[src/rtl/seg_pkg.sv]
// rtl/seg_pkg.sv - shared constants and hex-to-segment decode for the scan driver
package seg_pkg;

  localparam logic [7:0] SEG_BLANK = 8'hFF;

  // Active-low {g,f,e,d,c,b,a}
  function automatic logic [6:0] seg_hex7(input logic [3:0] h);
    logic [6:0] s;
    case (h)
      4'h0: s = 7'h40;
      4'h1: s = 7'h79;
      4'h2: s = 7'h24;
      4'h3: s = 7'h30;
      4'h4: s = 7'h19;
      4'h5: s = 7'h12;
      4'h6: s = 7'h02;
      4'h7: s = 7'h78;
      4'h8: s = 7'h00;
      4'h9: s = 7'h10;
      4'hA: s = 7'h08;
      4'hB: s = 7'h03;
      4'hC: s = 7'h46;
      4'hD: s = 7'h21;
      4'hE: s = 7'h06;
      default: s = 7'h0E;
    endcase
    return s;
  endfunction

endpackage

[src/rtl/seg_hex_decode.sv]
// rtl/seg_hex_decode.sv - combinational nibble to active-low 7-segment pattern
module seg_hex_decode
  import seg_pkg::*;
(
  input  logic [3:0] nibble,
  output logic [6:0] seg
);

  assign seg = seg_hex7(nibble);

endmodule

[src/rtl/seg_scan_driver.sv]
// rtl/seg_scan_driver.sv - time-multiplexed common-anode 7-segment scan driver
module seg_scan_driver
  import seg_pkg::*;
#(
  parameter int DIGITS   = 4,
  parameter int SCAN_DIV = 50000
) (
  input  logic                  clk,
  input  logic                  rst,
  input  logic                  en,
  input  logic [4*DIGITS-1:0]   data,
  input  logic [DIGITS-1:0]     dp_in,
  input  logic [DIGITS-1:0]     blank_mask,
  input  logic                  lz_blank,
  output logic [DIGITS-1:0]     dig,
  output logic [7:0]            segments,
  output logic                  frame_start
);

  localparam int CW = $clog2(SCAN_DIV + 1);
  localparam int IW = (DIGITS > 1) ? $clog2(DIGITS) : 1;
  localparam logic [CW-1:0] CNT_MAX = CW'(SCAN_DIV - 1);
  localparam logic [IW-1:0] IDX_MAX = IW'(DIGITS - 1);

  logic [CW-1:0]       cnt;
  logic [IW-1:0]       idx;
  logic [4*DIGITS-1:0] sh_data;
  logic [DIGITS-1:0]   sh_dp;
  logic [DIGITS-1:0]   sh_blank;
  logic                sh_lz;

  logic                tick;
  logic                frame_end;
  logic [DIGITS-1:0]   lz_mask;
  logic                zero_above;
  logic [DIGITS-1:0]   onehot;
  logic [3:0]          nib;
  logic                dp_sel;
  logic                blank_sel;
  logic [6:0]          hex_seg;

  assign tick      = en && (cnt == CNT_MAX);
  assign frame_end = tick && (idx == IDX_MAX);

  // Walk from the most significant digit down; a digit is a leading zero
  // while it and everything above it are zero.
  always_comb begin
    zero_above = 1'b1;
    lz_mask    = '0;
    for (int i = DIGITS - 1; i >= 0; i--) begin
      zero_above = zero_above & (sh_data[4*i +: 4] == 4'h0);
      if (i > 0) lz_mask[i] = sh_lz & zero_above;
    end
  end

  always_comb begin
    onehot    = '0;
    nib       = 4'h0;
    dp_sel    = 1'b0;
    blank_sel = 1'b0;
    for (int i = 0; i < DIGITS; i++) begin
      if (idx == IW'(i)) begin
        onehot[i] = 1'b1;
        nib       = sh_data[4*i +: 4];
        dp_sel    = sh_dp[i];
        blank_sel = sh_blank[i] | lz_mask[i];
      end
    end
  end

  seg_hex_decode u_dec (
    .nibble (nib),
    .seg    (hex_seg)
  );

  always_ff @(posedge clk or posedge rst) begin
    if (rst) begin
      cnt         <= '0;
      idx         <= '0;
      sh_data     <= '0;
      sh_dp       <= '0;
      sh_blank    <= '0;
      sh_lz       <= 1'b0;
      dig         <= '1;
      segments    <= SEG_BLANK;
      frame_start <= 1'b0;
    end else if (!en) begin
      // Display dark and scan frozen; shadows track inputs so resume shows fresh data.
      sh_data     <= data;
      sh_dp       <= dp_in;
      sh_blank    <= blank_mask;
      sh_lz       <= lz_blank;
      dig         <= '1;
      segments    <= SEG_BLANK;
      frame_start <= 1'b0;
    end else begin
      cnt <= tick ? '0 : cnt + 1'b1;
      if (tick) idx <= (idx == IDX_MAX) ? '0 : idx + 1'b1;
      if (frame_end) begin
        sh_data  <= data;
        sh_dp    <= dp_in;
        sh_blank <= blank_mask;
        sh_lz    <= lz_blank;
      end
      frame_start <= frame_end;
      dig         <= ~onehot;
      segments    <= {~dp_sel, blank_sel ? 7'h7F : hex_seg};
    end
  end

endmodule

[config.mk]
export PLATFORM = sky130hd
export DESIGN_NAME = seg_scan_driver
export DESIGN_NICKNAME = d
export VERILOG_FILES = /design/src/rtl/seg_pkg.sv /design/src/rtl/seg_hex_decode.sv /design/src/rtl/seg_scan_driver.sv
export SDC_FILE = /design/constraint.sdc
export NUM_CORES = 1
export LEC_CHECK = 0
export ABC_CLOCK_PERIOD_IN_PS = 5400
export BUFFER_PORTS_ARGS = -buffer_cell sky130_fd_sc_hd__buf_2
export CORE_MARGIN = 5
export CORE_UTILIZATION = 40
export CTS_BUF_LIST = sky130_fd_sc_hd__clkbuf_16
export DETAILED_ROUTE_END_ITERATION = 16
export MAX_ROUTING_LAYER = met4
export PLACE_DENSITY_LB_ADDON = 0.3
export SYNTH_ARGS = -nofsm -noshare
export SYNTH_HDL_FRONTEND = slang
export SYNTH_SLANG_ARGS = --single-unit
[constraint.sdc]
create_clock -name clk -period 5.4 [get_ports clk]
set_input_delay 0.54 -clock clk [delete_from_list [all_inputs] [get_ports clk]]
set_output_delay 0.54 -clock clk [all_outputs]
set_load 0.005 [all_outputs]
== Yosys cells after proc, flatten, opt, wreduce, memory -nomap -nowiden ==
Memory sizes are Yosys's and may differ from the RTL's.
Index checks and enable logic that the tools add are counted.
Operators by class
  add/subtract/negate cells: 2
  multipliers: 0
  div/mod/pow operators: 0
  order comparisons: 0
  equality and inequality tests: 5
  shifts and indexed selects: 0
  muxes and demuxes: 30
  bitwise logic cells: 10
  reduce and logical (&&, ||, !) cells: 7
Operators by type and width (count)
  $mux 16: 3
  $mux 4: 9
  $add 16x1->16 const B: 1
  $eq 16x16->1 const B: 1
  $mux 1: 15
  $logic_not 4->1: 3
  $mux 8: 1
  $mux 7: 1
  $and 1x1->1: 5
  $eq 2x2->1 const B: 2
  $not 4->4: 1
  $or 1x1->1: 3
  $add 2x1->2 const B: 1
  $eq 2x1->1 const B: 1
  $logic_and 1x1->1: 2
  $logic_not 2->1: 1
  $mux 2: 1
  $ne 2x1->1 const B: 1
  $reduce_and 2->1: 1
  $not 1->1: 1
Word-level totals
  flip-flop bits (word level): 56
  latch bits: 0
  bits in writable memories: 0
  bits in read-only memories: 112
  output and inout port bits: 13
  logic and storage cells: 64
  memories: 1
Memories
  (no name shown): depth 16, bits a word 7, rd ports 1, clocked after Yosys merged registers in 0, wr ports 0, RTL line seg_pkg.sv:9  | case (h)

== Logic depth before layout (Yosys ltp) ==
Gate-level depths: netlist of the first run.
  depth in word-level cells: 10
  mapped depth: 10

== Hierarchy ==
A second synthesis of the first run with hierarchy kept.
Second synthesis, totals
  cell total of the unflattened synthesis: 246
  area, all modules: 2815.2 sq um
By module, submodules not included
  seg_scan_driver: instances 1, cells an instance 214, area an instance 2539.9 sq um, sequential area each 1416.4 sq um
  seg_hex_decode: instances 1, cells an instance 32, area an instance 275.3 sq um, sequential area each 0.0 sq um

== Least setup slack after synthesis of the first run ==
Ideal clock, no wire load.
  path kind: register -> register
  start: register cnt[5]
  end: register sh_blank[0]
  library setup time: 0.127 ns
  arrival time: 2.083 ns
  data required time: 5.273 ns
  path slack: 3.189 ns
  stages on the path, launching flop included: 8
  period minus slack after synthesis: 2.211 ns
  cells stage by stage: dfrtp_1 or4b_4 nor4_4 and2_1 nand2b_1 buf_6 buf_8 mux2_1
On the way
  longest elaborated chain between the ends: 4
RTL lines
  from (decl): RTL line seg_scan_driver.sv:25  | logic [CW-1:0] cnt;
  from (signal assigned): RTL line seg_scan_driver.sv:97  | cnt <= tick ? '0 : cnt + 1'b1;
  $eq 16x16->1: RTL line seg_scan_driver.sv:42  | assign tick = en && (cnt == CNT_MAX);
  $logic_and 1x1->1: RTL line seg_scan_driver.sv:42
  $logic_and 1x1->1: RTL line seg_scan_driver.sv:43  | assign frame_end = tick && (idx == IDX_MAX);
  $ne 2x1->1 (no line)
  to (signal assigned): RTL line seg_scan_driver.sv:91  | sh_blank <= blank_mask;
  to (signal assigned): RTL line seg_scan_driver.sv:102  | sh_blank <= blank_mask;
  to (decl): RTL line seg_scan_driver.sv:29  | logic [DIGITS-1:0] sh_blank;
No other way between the ends.
A chain may end at the register's enable or synchronous reset.

== Final worst setup path of the first run ==
  start: register cnt[10]
  end: register sh_data[3]
On the way
  longest elaborated chain between the ends: 4
RTL lines
  $eq 16x16->1: RTL line seg_scan_driver.sv:42
  $logic_and 1x1->1: RTL line seg_scan_driver.sv:42
  $logic_and 1x1->1: RTL line seg_scan_driver.sv:43
  $ne 2x1->1 (no line)
  to (signal assigned): RTL line seg_scan_driver.sv:89  | sh_data <= data;
  to (signal assigned): RTL line seg_scan_driver.sv:100  | sh_data <= data;
  to (decl): RTL line seg_scan_driver.sv:27  | logic [4*DIGITS-1:0] sh_data;
No other way between the ends.

==> metrics.yaml, run 1 <==
max_cap_viol_count: 0
synth_nets: 284
layout.area.seq_um2: 1416
ys_seq_area_share_pct: 51.13
antenna_found_initial: 0
hpwl_um: 3965
hold_buffers: 0
fin_crit_sh_pct: 60.26
dieHeight_um: 93.22
path_cells: "or4b_1 > nor4_4 > and2_1 > nand2b_1 > mux2_2"
fmax_mhz: 307.3
finalSetupTns_ns: 0
grt_pass1_wl_um: 8907
syn_avg_cell_area_um2: 11.35
synth_cells: 244
synthTopCellsByArea: "dfrtp_1, dfstp_2, mux2_1"
num_rows: 30
syn_to_final_growth_pct: 15.36
fin_area_um2: 3196
insertedDiodeCount: 0
drc: 0
initial_utilization_pct: 41.00
ant_nets: 0
die_w_um: 93.22
synth.distinct_cells: 44
synth_edf_count: 0
grt_overflow: 0
die_area_um2: 8690
power_leakage_nw: 1.420
fin_nets: 321
synth_area_um2: 2770
clk_latency_ns: 0.29
cts_resized: 0
wl_per_cell_um: 14.51
period_minus_slack_ns: 3.254
drt_iter0_markers: 61
grt_max_degree: 57
multi_input_area_um2: 1234
worstMarginPinSlew_ns: 1.172
crit_fanout: 25
dr.pass1.iters: 4
synth_warnings: 0
relSlewSlack_pct: 21.85
fin_skew_ns: 0.01058
cts_tree: "built"
htreeDepth: 2
synth_flop_cell: "dfrtp_1"
dp_slack_ns: 1.952
rsz0062_at_grt: "no"
clockBufferDepth: 2
setup_viol: 0
async_flop_share_pct: 100.0
io_buffer_count: 40
worst_ep_arrival_time_ns: 3.42
slowest_delay_ns: 0.89
synth_top_area_cell: "dfrtp_1"
grt_pass1_vias: 1841
hold_violations: 0
avgViaCountPerCell: 5.135
num_vias: 1859
endpoint_kind: "flip-flop"
cp.required_ns: 5.57
cts_root_buf: "clkbuf_16"
ios: 41
numCtsBuffers: 5
drive_above_1_share_pct: 24.47
ir_worst_vdd_uv: 119.1
pwr_density_cell_nw_per_um2: 336.3
slowest_stage: "nand2b_1"
synth_top_area_share_pct: 39.75
report.final.slew_viol_count: 0
fill_cells: 641
grt_usage_pct: 13.28
routed_wl_um: 5251
startpoint_type: "flip-flop"
status: "complete, no violations"
gp_congestion: 0.8034
cts_setup_buffers: 0
cts_sinks: 56
min_path_type: "in -> async"
criticalPathCategory: "reg -> reg"
setup_ws_ns: 2.146
clk_pin_slew_worst_paths_ns: 0.07
ys_ff_latch: 56
coreArea_um2: 6756
placed_cell_area_um2: 3007
## critical path: cells and delay by family, from the launching register on
family	cells	cell delay (ns)
DFF	1	0.42
muxes	1	0.42
and+or+nand+nor	4	2.28
## where the power goes
part,switching (W),internal (W),leakage (nW)
clock,0.000136,0.000264,0.0952
sequential,0.0000423,0.000477,0.657
combinational,0.0000794,0.0000758,0.667
total,0.000258,0.000817,1.42
## metrics by stage
| stage | total power [W] | hold WS [ns] | utilization [%] | instances |
|---|---|---|---|---|
| after floorplan | 0.0006352 | 0.4513 | - | 244 |
| after global placement | 0.0006775 | 0.4632 | 44.50 | 354 |
| after detailed placement | 0.0006825 | 0.4859 | 44.50 | 354 |
| after CTS | 0.001090 | 0.4555 | 47.30 | 362 |
| after global routing | 0.001136 | 0.4619 | 47.30 | 362 |
| final | 0.001075 | 0.4349 | 47.30 | 362 |
## layer usage
layer	GRT usage, %	wire length [um]	vias up
li1	-	-	924
met1	18.51	2607	892
met2	18.34	2261	36
met3	3.620	297	7
met4	5.128	85	0
met5	-	0	-
## registers in the layout (all words and copies together) (netlist names), 2 cells and up
name,cells
sh_data,16
cnt,16
dig,4
sh_dp,4
sh_blank,4
segments,8
idx,2
## cell type report
| class | instances | share of cell area [%] |
|---|---|---|
| clock buffer | 5 | 3.915 |
| clock inverter | 3 | 1.997 |
| inverter | 13 | 1.527 |
| multi-input combinational | 164 | 38.61 |
| sequential | 56 | 44.32 |
| tap | 80 | 3.132 |
| timing repair buffer | 41 | 6.500 |
## worst paths after layout
path / startpoint / to / slack, ns / cells past startpoint
worst min register to register: cnt[13] / cnt[13] / 0.50 / 1
max in group asynchronous: rst / sh_data[9] / 4.53 / 3
worst min-delay path: rst / cnt[5] / 0.43 / 3
worst max register to register: cnt[10] / sh_data[3] / 2.15 / 5
min in group clk: dp_in[0] / sh_dp[0] / 0.47 / 2
worst max-delay path: cnt[10] / sh_data[3] / 2.15 / 5
## cells in the mapped netlist, drive strengths merged (2+ instances only)
master / instances
nand3: 4
o21ai: 7
nor2: 15
inv: 13
nand4: 2
nor4: 3
xor2: 6
a311o: 2
and3: 3
nor3: 7
buf: 3
mux2: 26
a211oi: 2
nand2: 25
a221o: 2
or4b: 2
a22oi: 2
ha: 12
a311oi: 3
dfrtp: 44
mux2i: 2
o211ai: 2
o31ai: 2
nor2b: 3
dfstp: 12
nand3b: 5
xnor2: 8
nor3b: 4
and4: 2
a21oi: 4
clkbuf: 8
## cell usage in the layout (no fill, tap or decap), drive strengths merged, types with 3 or more instances in the layout
master / Yosys / routed
mux2: 26 / 26
xnor2: 8 / 8
buf: 3 / 41
nand2: 25 / 25
o21ai: 7 / 7
dfstp: 12 / 12
nor3: 7 / 7
nor2b: 3 / 3
nand3: 4 / 4
dfrtp: 44 / 44
nor2: 15 / 15
inv: 13 / 14
nand3b: 5 / 5
ha: 12 / 12
and3: 3 / 3
nor4: 3 / 3
clkbuf: 8 / 5
nor3b: 4 / 4
a21oi: 4 / 4
xor2: 6 / 6
a311oi: 3 / 3
## logic make-up after synthesis
family	count (synthesis)	share of synthesized area [%]
xor+xnor	14	4.426
mux	28	11.29
compound gates	31	7.994
buf+inv	24	4.336
flops	56	51.13
fa+ha+maj	12	5.420
simple gates	79	15.40
(Power assumes the default switching activity.)
==> inputs of run 2 (changes only) <==
--- a/config.mk
+++ b/config.mk
@@ -5,7 +5,8 @@
 export SDC_FILE = /design/constraint.sdc
 export NUM_CORES = 1
 export LEC_CHECK = 0
-export ABC_CLOCK_PERIOD_IN_PS = 5400
+export ABC_AREA = 1
+export ABC_CLOCK_PERIOD_IN_PS = 3200
 export BUFFER_PORTS_ARGS = -buffer_cell sky130_fd_sc_hd__buf_2
 export CORE_MARGIN = 5
 export CORE_UTILIZATION = 40
==> constraint.sdc (replaced) <==
create_clock -name clk -period 3.2 [get_ports clk]
set_input_delay 0.32 -clock clk [delete_from_list [all_inputs] [get_ports clk]]
set_output_delay 0.32 -clock clk [all_outputs]
set_load 0.005 [all_outputs]
==> metrics.yaml, run 2 <==
clockBufferDepth: 2
ir_worst_vdd_uv: 238.1
fin_nets: 462
period_minus_slack_ns: 2.453
fin_crit_sh_pct: 76.66
synth-simple-area-share_pct: 29.27
die_w_um: 96.12
rsz0062_at_grt: "no"
synth.distinct_cells: 28
grt_max_degree: 30
initial_utilization_pct: 40.90
insertedDiodeCount: 0
wl_per_cell_um: 11.93
status: "complete, no violations"
fin_cells: 522
synth_edf_count: 0
avgViaCountPerCell: 4.670
num_vias: 2438
report.final.slew_viol_count: 0
grt_pass1_wl_um: 10520
grt_pass1_vias: 2270
cts_sinks: 56
synth_top_family_by_area: "simple AND/OR/NAND/NOR gates"
synth_area_um2: 2967
num_rows: 31
synth_warnings: 0
mostFrequentLayoutCells: "nand2_1, dfrtp_1, inv_1"
top_regs: "cnt: 16 flops, sh_data: 16 flops, segments: 8 flops"
ant_nets: 0
pwr_density_cell_nw_per_um2: 542.3
gp_congestion: 0.9039
worst_hold_slack_ns: 0.09455
cts_root_buf: "clkbuf_16"
synth_flop_cell: "dfrtp_1"
drive_above_1_share_pct: 16.55
max_cap_viol_count: 0
cts_setup_buffers: 0
synth_nets: 421
final_common_cell: "nand2_1"
drt_iter0_markers: 153
antenna_found_initial: 0
synthTopCellsByArea: "dfrtp_1, nand2_1, dfstp_2"
crit_fanout: 12
ys_ff_latch: 56
dr.pass1.iters: 4
setup_ws_ns: 0.7469
synth_compound_area_share_pct: 8.267
fin_skew_ns: 0.005153
numCtsBuffers: 5
endpoint_kind: "flip-flop"
synthTopCellsByCount: "nand2_1, dfrtp_1, inv_1, nor2_1, nand3_1"
final_core_util_pct: 47.18
clk_pin_slew_worst_paths_ns: 0.07
drc: 0
synth_top_area_share_pct: 37.12
synth_cells: 381
synthAdderAreaFrac_pct: 5.061
fmax_mhz: 407.7
synth_top_area_cell: "dfrtp_1"
grt_overflow: 0
syn_to_final_growth_pct: 15.35
ios: 41
dp_slack_ns: 0.7871
relSlewSlack_pct: 50.75
synth.area.mux_share_pct: 0
hpwl_um: 4678
criticalPathCategory: "reg -> reg"
syn_avg_cell_area_um2: 7.786
power_leakage_nw: 1.777
finalSetupTns_ns: 0
io_buffer_count: 40
clk_latency_ns: 0.29
r2r_cells: 10
yosysMostFrequentCell: "nand2_1"
dieHeight_um: 96.12
async_flop_share_pct: 100.0
worst_ep_arrival_time_ns: 2.68
coreArea_um2: 7253
min_path_type: "in -> async"
startpoint_type: "flip-flop"
synthXorXnorAreaFrac_pct: 2.362
cp.required_ns: 3.43
ys_seq_area_share_pct: 47.74
die_area_um2: 9239
routed_wl_um: 6228
hold_violations: 0
htreeDepth: 2
grt_usage_pct: 14.94
worstMarginPinSlew_ns: 0.7322
cts_tree: "built"
setup_viol: 0
hold_buffers: 0
cts_resized: 0
dpl.cell_count: 514
[run 2: cell count changes in the layout (fill, tap and decap cells not counted), moves of 4 or more]
cell,delta
nand2_1,+114
inv_1,+28
nand3_1,+21
mux2_1,-20
nor2_1,+13
a21oi_1,+12
o21ai_0,+11
xnor2_1,-8
mux2_2,-6
nand4_1,+6
nor3b_1,-4
[run 2: final cells by class]
cell class | count | area, um2
clock inverters | 3 | 38.79
fillers | 747 | 3831
inverters | 43 | 161.4
repair buffers | 43 | 222.7
flip-flops and latches | 56 | 1416
well taps | 99 | 123.9
multi-input cells | 273 | 1334
clock buffers | 5 | 125.1
[run 2: final timing paths]
path,from,to,slack (ns)
worst max-delay path,idx[0],segments[3],0.75
worst min-delay path,rst,cnt[3],0.09
worst max register to register,idx[0],segments[3],0.75
worst min register to register,sh_blank[3],sh_blank[3],0.47
max in group asynchronous,rst,segments[4],2.41
min in group clk,blank_mask[2],sh_blank[2],0.22
[run 2: cells by family (layout without fill, tap and decap cells)]
kind of cell               count (synthesis)  in the layout
xor gates and xnor gates                   8              8
AOI/OAI and AO/OA                         42             42
DFF                                       56             56
and+or+nand+nor                          211            211
adders and majority gates                 12             12
buffers and inverters                     52             94
[run 2: routing by layer]
| metal | up-vias | wire length, um | GRT usage, % |
|---|---|---|---|
| met5 | - | 0 | - |
| met4 | 0 | 72 | 4.621 |
| met3 | 7 | 274 | 2.971 |
| met2 | 53 | 2828 | 22.25 |
| met1 | 1098 | 3052 | 20.50 |
| li1 | 1280 | - | - |
[run 2: worst max-delay path, cell delays in order (launching register included)]
cell and delay [ns]:
dfrtp_1 0.40, inv_1 0.14, ha_1 0.41, a21oi_1 0.14
a21boi_0 0.62, ha_1 0.36, nand2_1 0.08, nand3_1 0.07
nand2_1 0.08, inv_1 0.03, nand2_1 0.05
[run 2: metrics by stage]
step                power, W  instance area [um2]
floorplan           0.001153                 2967
global placement    0.001253                 3258
detailed placement  0.001260                 3258
CTS                 0.001874                 3422
global route        0.001974                 3422
finish              0.001856                 3422
[run 2: power by group]
group	switching [W]	internal (W)	total, W
logic	0.000214	0.000132	0.000347
clock network	0.000243	0.000365	0.000608
registers	0.0000859	0.000815	0.000901
==> inputs of run 3 (changes only) <==
--- a/config.mk
+++ b/config.mk
@@ -6,7 +6,7 @@
 export NUM_CORES = 1
 export LEC_CHECK = 0
 export ABC_AREA = 1
-export ABC_CLOCK_PERIOD_IN_PS = 3200
+export ABC_CLOCK_PERIOD_IN_PS = 2100
 export BUFFER_PORTS_ARGS = -buffer_cell sky130_fd_sc_hd__buf_2
 export CORE_MARGIN = 5
 export CORE_UTILIZATION = 40
==> constraint.sdc (replaced) <==
create_clock -name clk -period 2.1 [get_ports clk]
set_input_delay 0.21 -clock clk [delete_from_list [all_inputs] [get_ports clk]]
set_output_delay 0.21 -clock clk [all_outputs]
set_load 0.005 [all_outputs]
==> metrics.yaml, run 3 (same netlist as run 2, synthesis figures left out) <==
drt_iter0_markers: 157
setup_viol: 0
antenna_found_initial: 0
ir_worst_vdd_uv: 394.1
final_common_cell: "nand2_1"
insertedDiodeCount: 0
path_buf_inv: 3
clk_latency_ns: 0.29
hold_violations: 0
num_rows: 31
gp_congestion: 0.8663
grt_usage_pct: 15.48
crit_fanout: 9
num_vias: 2559
routed_wl_um: 6505
hpwl_um: 4849
drc: 0
cp.required_ns: 2.33
cts_tree: "built"
mostFrequentLayoutCells: "nand2_1, dfrtp_1, buf_2"
worst_ep_arrival_time_ns: 2.19
avgViaCountPerCell: 4.783
dieHeight_um: 96.12
endpoint_kind: "flip-flop"
final_core_util_pct: 49.03
clk_pin_slew_worst_paths_ns: 0.07
finalSetupTns_ns: 0
fin_nets: 475
fin_area_um2: 3556
fin_crit_sh_pct: 93.00
initial_utilization_pct: 40.90
grt_max_degree: 35
relSlewSlack_pct: 67.31
htreeDepth: 2
slowest_stage: "dfrtp_1"
cpLargestDelayFamily: "adder cells"
fmax_mhz: 512.1
pwr_density_cell_nw_per_um2: 773.9
report.final.slew_viol_count: 0
die_w_um: 96.12
top_regs: "cnt: 16 flops, sh_data: 16 flops, segments: 8 flops"
fin_skew_ns: 0.005153
numCtsBuffers: 5
drive_above_1_share_pct: 20.64
max_cap_viol_count: 0
grt_pass1_wl_um: 11070
coreArea_um2: 7253
min_path_type: "in -> reg"
cts_root_buf: "clkbuf_16"
placed_cell_area_um2: 3353
criticalPathCategory: "reg -> reg"
grt_overflow: 0
multi_input_area_um2: 1376
power_leakage_nw: 1.825
setup_ws_ns: 0.1471
fill_cells: 751
startpoint_type: "flip-flop"
slowest_delay_ns: 0.41
crit_top_cell: "nand2_1"
dp_slack_ns: 0.06544
io_buffer_count: 40
worstMarginPinSlew_ns: 0.4896
layout.area.seq_um2: 1418
path_cells: "buf_4 > ha_4 > a21oi_1 > nand2_1 > a21boi_0 > buf_4 > ha_1 > nand2_1 > nand3_1 > nand2_1 > inv_1 > nand2_1"
period_minus_slack_ns: 1.953
rsz0062_at_grt: "no"
wl_per_cell_um: 12.16
die_area_um2: 9239
dr.pass1.iters: 4
status: "complete, no violations"
ant_nets: 0
clockBufferDepth: 2
ios: 41
cts_sinks: 56
syn_to_final_growth_pct: 19.87
grt_pass1_vias: 2384
## run 3: metal layers
layer | track usage [%] | wire length (um) | part of all wire (%) | up-vias
met5 | - | 0 | 0 | -
met4 | 3.791 | 55 | 0.85 | 0
met3 | 2.424 | 280 | 4.3 | 4
met2 | 24.27 | 3085 | 47 | 55
met1 | 21.07 | 3083 | 47 | 1194
li1 | - | - | - | 1306
## run 3: path summary, 6_finish.rpt
check,from,end,slack [ns],depth (start not counted)
max in group asynchronous,rst,dig[1],0.99,4
setup reg to reg,idx[1],segments[3],0.15,12
min in group asynchronous,rst,sh_data[9],0.50,3
hold reg to reg,sh_dp[3],segments[7],0.46,1
hold / removal,blank_mask[2],sh_blank[2],0.12,3
setup / recovery,idx[1],segments[3],0.15,12
## run 3: tightest hold or removal path: stages
cell and delay [ns]:
buf_2 0.07, nand2_1 0.04, nand2_1 0.05
## run 3: cell type report
type,count,share of cell area (%)
clock inverter,3,0.3871
tap,99,3.483
timing repair buffer,56,9.430
clock buffer,5,3.519
sequential,56,39.87
inverter,43,4.609
multi-input combinational,273,38.71
## run 3: what timing repair did
| action | 4_1_cts | 5_1_grt |
|---|---|---|
| hold endpoints to repair | 13 | 0 |
| setup buffers | 0 | 1 |
| hold buffers | 1 | 0 |
| gates resized for setup | 0 | 12 |
| setup endpoints to repair | 0 | 24 |
## run 3: through the flow
step	hold WS (ns)	cells	power, W
6_report	0.1156	535	0.002752
3_5_place_dp	0.2657	525	0.001950
3_3_place_gp	0.2607	525	0.001933
4_1_cts	0.1129	534	0.002758
2_1_floorplan	0.3266	381	0.001757
5_1_grt	0.1228	535	0.002918
## run 3: where the power goes
part           internal (W)  switching [W]  total (W)  leakage (nW)
combinational      0.000233       0.000343   0.000575          1.10
clock              0.000435       0.000373   0.000807        0.0710
sequential          0.00124       0.000127    0.00137         0.656
